**config.mk**
```make
export PLATFORM = sky130hd
export DESIGN_NAME = tone_generator_tdm
export DESIGN_NICKNAME = d
export VERILOG_FILES = /design/src/rtl/tone_generator_tdm.sv
export SDC_FILE = /design/constraint.sdc
export NUM_CORES = 1
export LEC_CHECK = 0
export CORE_MARGIN = 2
export CORE_UTILIZATION = 57
export CTS_BUF_LIST = sky130_fd_sc_hd__clkbuf_2
export DETAILED_ROUTE_END_ITERATION = 8
export GPL_ROUTABILITY_DRIVEN = 1
export PLACE_DENSITY_LB_ADDON = 0.05
export SETUP_SLACK_MARGIN = 0.02
export SKIP_CTS_REPAIR_TIMING = 1
export SYNTH_ARGS = -nofsm -noshare
export SYNTH_HDL_FRONTEND = slang
export SYNTH_SLANG_ARGS = --single-unit
```
**constraint.sdc**
```tcl
create_clock -name main_clk -period 5.3 [get_ports main_clk]
set_input_delay 1.325 -clock main_clk [delete_from_list [all_inputs] [get_ports main_clk]]
set_output_delay 1.325 -clock main_clk [all_outputs]
set_load 0.05 [all_outputs]
```
**src/rtl/tone_generator_tdm.sv**
```systemverilog
// Time-multiplexed tone generator: one voice processed per cycle during a frame scan.
// Optional per-voice LFSR noise source enabled by defining TONE_GENERATOR_TDM_NOISE_EN.
module tone_generator_tdm #(
    parameter int unsigned VOICES           = 4,
    parameter int unsigned FREQ_BITS        = 16,
    parameter int unsigned PULSEWIDTH_BITS  = 12,
    parameter int unsigned OUTPUT_BITS      = 12,
    parameter int unsigned ACCUMULATOR_BITS = 24
) (
    input  logic                          main_clk,
    input  logic                          rst,
    input  logic                          sample_strobe,
    input  logic                          cfg_wr,
    input  logic [$clog2(VOICES)-1:0]     cfg_voice,
    input  logic [FREQ_BITS-1:0]          cfg_freq,
    input  logic [PULSEWIDTH_BITS-1:0]    cfg_pw,
    input  logic [3:0]                    cfg_wave,
    input  logic                          cfg_sync,
    input  logic                          cfg_ringmod,
    output logic                          busy,
    output logic                          dout_valid,
    output logic [$clog2(VOICES)-1:0]     dout_voice,
    output logic [OUTPUT_BITS-1:0]        dout
);
    localparam int unsigned VW = $clog2(VOICES);
    localparam int unsigned A  = ACCUMULATOR_BITS;
    localparam int unsigned O  = OUTPUT_BITS;
    localparam int unsigned PW = PULSEWIDTH_BITS;
    localparam logic [VW-1:0] LAST = VW'(VOICES - 1);

    typedef enum logic {IDLE, SCAN} state_t;

    state_t          state_q, state_d;
    logic [VW-1:0]   idx_q, idx_d;

    logic [FREQ_BITS-1:0] freq_q    [VOICES];
    logic [PW-1:0]        pw_q      [VOICES];
    logic [2:0]           wave_q    [VOICES];
    logic                 sync_q    [VOICES];
    logic                 ringmod_q [VOICES];
    logic [A-1:0]         acc_q     [VOICES];
    logic                 ovf_q     [VOICES];

    logic [O-1:0]  dout_q;
    logic [VW-1:0] voice_q;
    logic          valid_q;

    logic [VW-1:0] src;
    logic [A:0]    sum;
    logic [A-1:0]  acc_d;
    logic          rm;
    logic [O-1:0]  saw, tri_w, pulse, sample_d;
    logic          any_en;

`ifdef TONE_GENERATOR_TDM_NOISE_EN
    logic [22:0] lfsr_q [VOICES];
    logic [22:0] lfsr_d;
    logic        noise_en_q [VOICES];
`else
    logic        unused_noise_sel;
    assign unused_noise_sel = cfg_wave[3];
`endif

    // State register
    always_ff @(posedge main_clk) begin
        if (rst) begin
            state_q <= IDLE;
            idx_q   <= '0;
        end else begin
            state_q <= state_d;
            idx_q   <= idx_d;
        end
    end

    // Next-state logic; strobes arriving during SCAN are dropped
    always_comb begin
        state_d = state_q;
        idx_d   = idx_q;
        case (state_q)
            IDLE: if (sample_strobe) begin
                state_d = SCAN;
                idx_d   = '0;
            end
            SCAN: if (idx_q == LAST) state_d = IDLE;
                  else               idx_d   = idx_q + 1'b1;
            default: state_d = IDLE;
        endcase
    end

    // Output logic
    always_comb busy = (state_q == SCAN);

    // Source voice: for v>0 already updated this frame, for v=0 still holds last frame's value
    always_comb begin
        src    = (idx_q == '0) ? LAST : idx_q - 1'b1;
        sum    = {1'b0, acc_q[idx_q]} + (A+1)'(freq_q[idx_q]);
        acc_d  = (sync_q[idx_q] && ovf_q[src]) ? '0 : sum[A-1:0];
        rm     = ringmod_q[idx_q] & acc_q[src][A-1];
        saw    = acc_d[A-1 -: O];
        tri_w  = (acc_d[A-1] ^ rm) ? ~acc_d[A-2 -: O] : acc_d[A-2 -: O];
        pulse  = (acc_d[A-1 -: PW] >= pw_q[idx_q]) ? '1 : '0;
`ifdef TONE_GENERATOR_TDM_NOISE_EN
        lfsr_d = lfsr_q[idx_q];
        if (!acc_q[idx_q][A-5] && acc_d[A-5])
            lfsr_d = {lfsr_q[idx_q][0] ^ lfsr_q[idx_q][5], lfsr_q[idx_q][22:1]};
`endif
        sample_d = '1;
        any_en   = 1'b0;
        if (wave_q[idx_q][0]) begin sample_d = sample_d & saw;   any_en = 1'b1; end
        if (wave_q[idx_q][1]) begin sample_d = sample_d & tri_w; any_en = 1'b1; end
        if (wave_q[idx_q][2]) begin sample_d = sample_d & pulse; any_en = 1'b1; end
`ifdef TONE_GENERATOR_TDM_NOISE_EN
        if (noise_en_q[idx_q]) begin sample_d = sample_d & lfsr_d[22 -: O]; any_en = 1'b1; end
`endif
        if (!any_en) sample_d = '0;
    end

    always_ff @(posedge main_clk) begin
        if (rst) begin
            for (int unsigned v = 0; v < VOICES; v++) begin
                freq_q[v]    <= '0;
                pw_q[v]      <= '0;
                wave_q[v]    <= '0;
                sync_q[v]    <= 1'b0;
                ringmod_q[v] <= 1'b0;
                acc_q[v]     <= '0;
                ovf_q[v]     <= 1'b0;
`ifdef TONE_GENERATOR_TDM_NOISE_EN
                lfsr_q[v]     <= 23'h7FFFFF;
                noise_en_q[v] <= 1'b0;
`endif
            end
            dout_q  <= '0;
            voice_q <= '0;
            valid_q <= 1'b0;
        end else begin
            if (cfg_wr) begin
                freq_q[cfg_voice]    <= cfg_freq;
                pw_q[cfg_voice]      <= cfg_pw;
                wave_q[cfg_voice]    <= cfg_wave[2:0];
                sync_q[cfg_voice]    <= cfg_sync;
                ringmod_q[cfg_voice] <= cfg_ringmod;
`ifdef TONE_GENERATOR_TDM_NOISE_EN
                noise_en_q[cfg_voice] <= cfg_wave[3];
`endif
            end
            if (busy) begin
                acc_q[idx_q] <= acc_d;
                ovf_q[idx_q] <= sum[A];
`ifdef TONE_GENERATOR_TDM_NOISE_EN
                lfsr_q[idx_q] <= lfsr_d;
`endif
                dout_q  <= sample_d;
                voice_q <= idx_q;
            end
            valid_q <= busy;
        end
    end

    assign dout       = dout_q;
    assign dout_voice = voice_q;
    assign dout_valid = valid_q;
endmodule
```
==> Word-level counts from Yosys, hierarchy flattened <==
Memories as Yosys holds them, arrays and structs flattened. A register that Yosys moved wholly into a read port is not among the register bits.
Index checks and enable logic that the tools add are counted.
{ "totals": {"ram_bits": 232, "inputBits": 40, "register_bits": 18, "rom_bits": 0, "n_memories": 7, "out_inout_bits": 16, "elab_cells": 93, "latchBits": 0} }
{ "memory_table": {"columns": ["name", "words", "width", "rd", "rd_ports_with_merged_regs", "wr", "line_no", "rtl"], "rows": [
  ["acc_q", 4, 24, 2, 1, 4, "41", "logic [A-1:0] acc_q [VOICES];"],
  ["freq_q", 4, 16, 1, 1, 4, "36", "logic [FREQ_BITS-1:0] freq_q [VOICES];"],
  ["pw_q", 4, 12, 1, 1, 4, "37", "logic [PW-1:0] pw_q [VOICES];"],
  ["wave_q", 4, 3, 1, 1, 4, "38", "logic [2:0] wave_q [VOICES];"],
  ["ovf_q", 4, 1, 1, 0, 4, "42", "logic ovf_q [VOICES];"],
  ["ringmod_q", 4, 1, 1, 1, 4, "40", "logic ringmod_q [VOICES];"],
  ["1 more memories", null, null, null, null, null, null, null]
]} }
{ "classes": {"n_mul": 0, "muxes": 58, "reduce_logical": 10, "n_shift": 0, "n_addsub": 3, "div": 0, "n_eq_ne": 3, "bitwise_logic": 6, "magnitude_cmp": 1} }
{ "ops": {"columns": ["op", "count"], "rows": [
  ["12-bit 2-to-1 mux", 7],
  ["24-bit 2-to-1 mux", 2],
  ["2-bit 2-to-1 mux", 22],
  ["24-bit by 16-bit adder with 25-bit output", 1],
  ["12-bit bitwise AND", 2],
  ["24-bit OR reduction", 1],
  ["1-bit 2-to-1 mux", 23],
  ["16-bit 2-to-1 mux", 1],
  ["16-bit OR reduction", 1],
  ["12-bit >= comparator", 1],
  ["12-bit inverter", 1],
  ["12-bit OR reduction", 1],
  ["2-bit inequality test (second input constant)", 2],
  ["2-bit one-hot mux with 2 select lines", 1],
  ["3-bit 2-to-1 mux", 1],
  ["1-bit OR reduction", 3],
  ["3-bit OR reduction", 1],
  ["2-bit by 1-bit adder with 2-bit output (second input constant)", 1],
  ["2-bit == test (second input constant)", 1],
  ["2-bit logical NOT", 1],
  ["1-bit one-hot mux with 2 select lines", 1],
  ["2-bit AND reduction", 1],
  ["2-bit by 1-bit subtractor with 2-bit output (second input constant)", 1],
  ["1-bit bitwise AND", 1],
  ["3 further kinds", 3]
]} }

==> Depth between registers and ports, before layout <==
An unclocked memory read counts as a cell.
{ "logic_depth": {"word_depth": 12, "ltp_mapped": 25, "mapped_depth_nobuf": 22} }

==> Worst setup path after synthesis <==
No wires, ideal clock.
{ "synth_path": {"path_kind": "reg-to-reg", "start": "reg (tool-made name)", "end": "reg dout_q[2], in the netlist dout[2]", "path_stages_with_launch": 22, "synth_period_minus_slack_ps": 5675, "path_slack_ps": -375, "n_path_buf": 3, "setup_time_ps": 134, "required_ps": 5166, "t_arrival_ps": 5541, "path_cell_list": "dfxtp_1 > buf_6 > buf_2 > buf_1 > mux4_2 > ha_1 > a21o_1 > a31o_2 > a221oi_1 > o21ai_0 > a31oi_1 > inv_1 > ha_1 > a21o_1 > a2111oi_0 > nor2_1 > o41ai_1 > a211o_1 > inv_1 > nand3_1 > mux2_2 > o211ai_1"} }
{ "synth_rtl": {"columns": ["item", "line_no", "rtl"], "rows": [
  ["end signal: assignment", "153", "dout_q <= sample_d;"],
  ["end: declaration", "44", "logic [O-1:0] dout_q;"]
]} }

==> results.sh <==
export IMPL_status="finished, final reports clean"
export IMPL_crit_chain="buf_12 > buf_4 > mux4_2 > ha_2 > nand2_1 > nor3_1 > o211ai_1 > and4b_1 > or4_4 > nand2_2 > ha_1 > o21a_1 > o21ai_1 > nor2_1 > o41ai_2 > a211o_1 > buf_4 > o21ai_0 > o31ai_1 > a41oi_1"
export IMPL_setup_violations=0
export IMPL_ioPinCount=56
export IMPL_clock_fmax_mhz=200
export IMPL_cpMostUsedCell="buf_4"
export IMPL_ys_flop_type="edfxtp_1"
export IMPL_layout_area_seq_sq_um=7370
export IMPL_die_area_sq_um=22900
export IMPL_cp_end_kind="flip-flop"
export IMPL_cts_tree="built"
export IMPL_clock_sinks=252
export IMPL_fp_dieH_um=151
export IMPL_cts_buffers_inserted=67
export IMPL_critPathLaunchType="flip-flop"
export IMPL_period_minus_slack_ps=5000
export IMPL_cts_buffer_depth=3
export IMPL_p_leak_nw=5.51
export IMPL_rsz0062_at_grt="no"
export IMPL_dp_final_hpwl_um=18300
export IMPL_routedWlPerCell_um=20.3
export IMPL_viasPerCell=5.86
export IMPL_area_growth_syn_to_layout_pct=16.0
export IMPL_hp_class="reg2reg"
export IMPL_die_x_um=151
export IMPL_pwr_share_seq_pct=49.5
export IMPL_ys_seq_area_share_pct=59.5
export IMPL_comb_power_share_pct=20.5
export IMPL_track_usage_pct=26.0
export IMPL_final_nets=1148
export IMPL_slew_headroom_pct=31.7
export IMPL_dr_pass1_iters=7
export IMPL_row_count=53
export IMPL_report_final_slew_viol_count=0
export IMPL_cellPowerDensity_nw_per_um2=330
export IMPL_ys_ff_latch=252
export IMPL_clock_latency_ps=830
export IMPL_clk_pin_slew_ps=90
export IMPL_place_gp_congestion=0.904
export IMPL_hold_ws_ps=504
export IMPL_synth_cell_type_count=75
export IMPL_multi_input_area_sq_um=4720
export IMPL_syn_area_per_cell_sq_um=13.4
export IMPL_path_class="reg2reg"
export IMPL_syn_nets=995
export IMPL_synth_warnings=0
export IMPL_cp_max_fo=17
export IMPL_crit_slowest_cell="mux4_2"
export IMPL_hold_viol=0
export IMPL_grt_max_degree=35
export IMPL_totalNegativeSetupSlack_ps=0
export IMPL_root_buffer="clkbuf_2"
export IMPL_fin_worst_skew_ps=81.1
export IMPL_drive_gt1_share_pct=25.1
export IMPL_start_util_pct=58.5
export IMPL_grt_pass1_vias=8524
export IMPL_core_sq_um=21200
export IMPL_drtIter0Drc=652
export IMPL_syn_area_sq_um=12400
export IMPL_synth_most_common_cell="edfxtp_1"
export IMPL_dpl_instance_area_sq_um=13600
export IMPL_overflow=0
export IMPL_grt_pass1_wl_um=44200
export IMPL_numPortBuffers=54
export IMPL_worst_slew_pin_slew_ps=1030
export IMPL_ys_top_cells_by_count="232 x edfxtp_1, 134 x and2_1, 100 x nor2_1"
export IMPL_required_ps=5920
export IMPL_async_reset_ff_share_pct=0
export IMPL_fin_crit_sh_pct=94.3
export IMPL_max_vdd_ir_drop_uv=169
export IMPL_htree_levels=3
export IMPL_synth_edf_count=232
export IMPL_fill_cells=1534
export IMPL_synth_top_area_cell="edfxtp_1"
export IMPL_yosysTopAreaCellShare_pct=56.3
export IMPL_switchingPower_mw=1.38
export IMPL_ant_nets=0
export IMPL_max_stage_delay_ps=540
export IMPL_fin_area_sq_um=14400
export IMPL_drc_errors=0
export IMPL_synth_cells=924
export IMPL_clockPowerShare_pct=30.0
export IMPL_vias=8195
export IMPL_wl_um=28400
export IMPL_antenna_found_initial=2
export IMPL_worstPathArrival_ps=5620
export IMPL_drv_cap=0
export IMPL_netlist_top_cells_area="edfxtp_1 56%, mux4_2 10%, and2_1 6.8%, dfxtp_1 3.2%, ha_1 3.0%"
export IMPL_power_internal_mw=3.36
export IMPL_swShare_pct=29.1
## sequential cells by signal, indices dropped and copies added, names as in the netlist, named ones only
signal	flops
acc_q	96
freq_q	64
pw_q	48
dout	12
wave_q	12
ovf_q	4
ringmod_q	4
sync_q	4
dout_voice	2
idx_q	2
busy	1
dout_valid	1
## path summary, 6_finish.rpt
kind             start      end  slack [ps]  cells after the start
min            dout[3]  dout[3]         500                      2
min reg2reg    dout[3]  dout[3]         500                      2
max reg2reg  flip-flop  dout[1]         300                     20
max          flip-flop  dout[1]         300                     20
## layout by cell type (no fill, tap or decap), types with 5 or more instances in the layout
master,count
mux4_2,57
nor2_1,100
edfxtp_1,232
clkinv_1,7
clkdlybuf4s50_1,54
ha_1,29
a21o_1,9
nand2b_1,9
a211oi_2,6
and2_1,134
inv_2,5
nand3_1,11
nor3_1,19
xnor2_1,13
nand4_1,5
a21oi_1,22
o21ai_0,15
nand2_1,57
dfxtp_1,18
buf_4,71
clkbuf_2,99
and3_1,5
inv_1,42
## logic make-up after synthesis
family | Yosys count | synth area share, %
AOI/OAI and AO/OA | 97 | 5.71
xor gates and xnor gates | 19 | 1.47
adders and majority gates | 31 | 3.19
buffers and inverters | 87 | 2.87
DFF | 252 | 59.5
muxes | 63 | 11.1
and+or+nand+nor | 375 | 16.1
## final cells by class
cell class                 instances  share of cell area (%)
antenna                            1                  0.0174
clock buffer                      99                    3.45
timing repair buffer             127                    7.76
tap                              275                    2.40
multi-input combinational        585                    32.9
clock inverter                    16                   0.994
inverter                          44                    1.15
sequential                       252                    51.4
## critical path: cells and delay by family, from the launching register on
kind                     cells  cell delay (ps)
AO/OA/AOI/OAI                8             1360
adder cells (fa/ha/maj)      2              640
buffers and inverters        3              520
flip-flops                   1              410
multiplexers                 1              540
AND/OR/NAND/NOR              6             1370
## power by group through the flow
| stage | Sequential (mW) | Clock [mW] | Combinational [mW] |
|---|---|---|---|
| after global placement | 2.39 | 0 | 0.915 |
| after CTS | 2.35 | 1.45 | 0.944 |
| after floorplan | 2.41 | 0 | 0.559 |
| final | 2.35 | 1.42 | 0.971 |
| after global routing | 2.36 | 1.57 | 1.05 |
| after detailed placement | 2.40 | 0 | 0.937 |
## routing by layer
metal	part of all wire (%)	wire [um]	track usage, %	vias up
met1	42	11900	34.2	4088
met3	7.1	2020	5.75	48
met2	49	13900	43.1	309
met4	2.0	558	8.79	2
met5	0.032	9	0	-
li1	-	-	-	3748
## per-stage QoR
| stage | worst slack, ps | std cells | util, % | total power [mW] |
|---|---|---|---|---|
| after global placement | 154 | 1281 | 64.5 | 3.30 |
| after global routing | 27.7 | 1399 | 67.8 | 4.98 |
| after CTS | -48.1 | 1396 | 67.5 | 4.75 |
| after floorplan | 84.8 | 924 | - | 2.97 |
| after detailed placement | 73.4 | 1281 | 64.5 | 3.33 |
| final | 303 | 1399 | 67.8 | 4.74 |
Note: power is estimated with default switching activity, not from simulation.
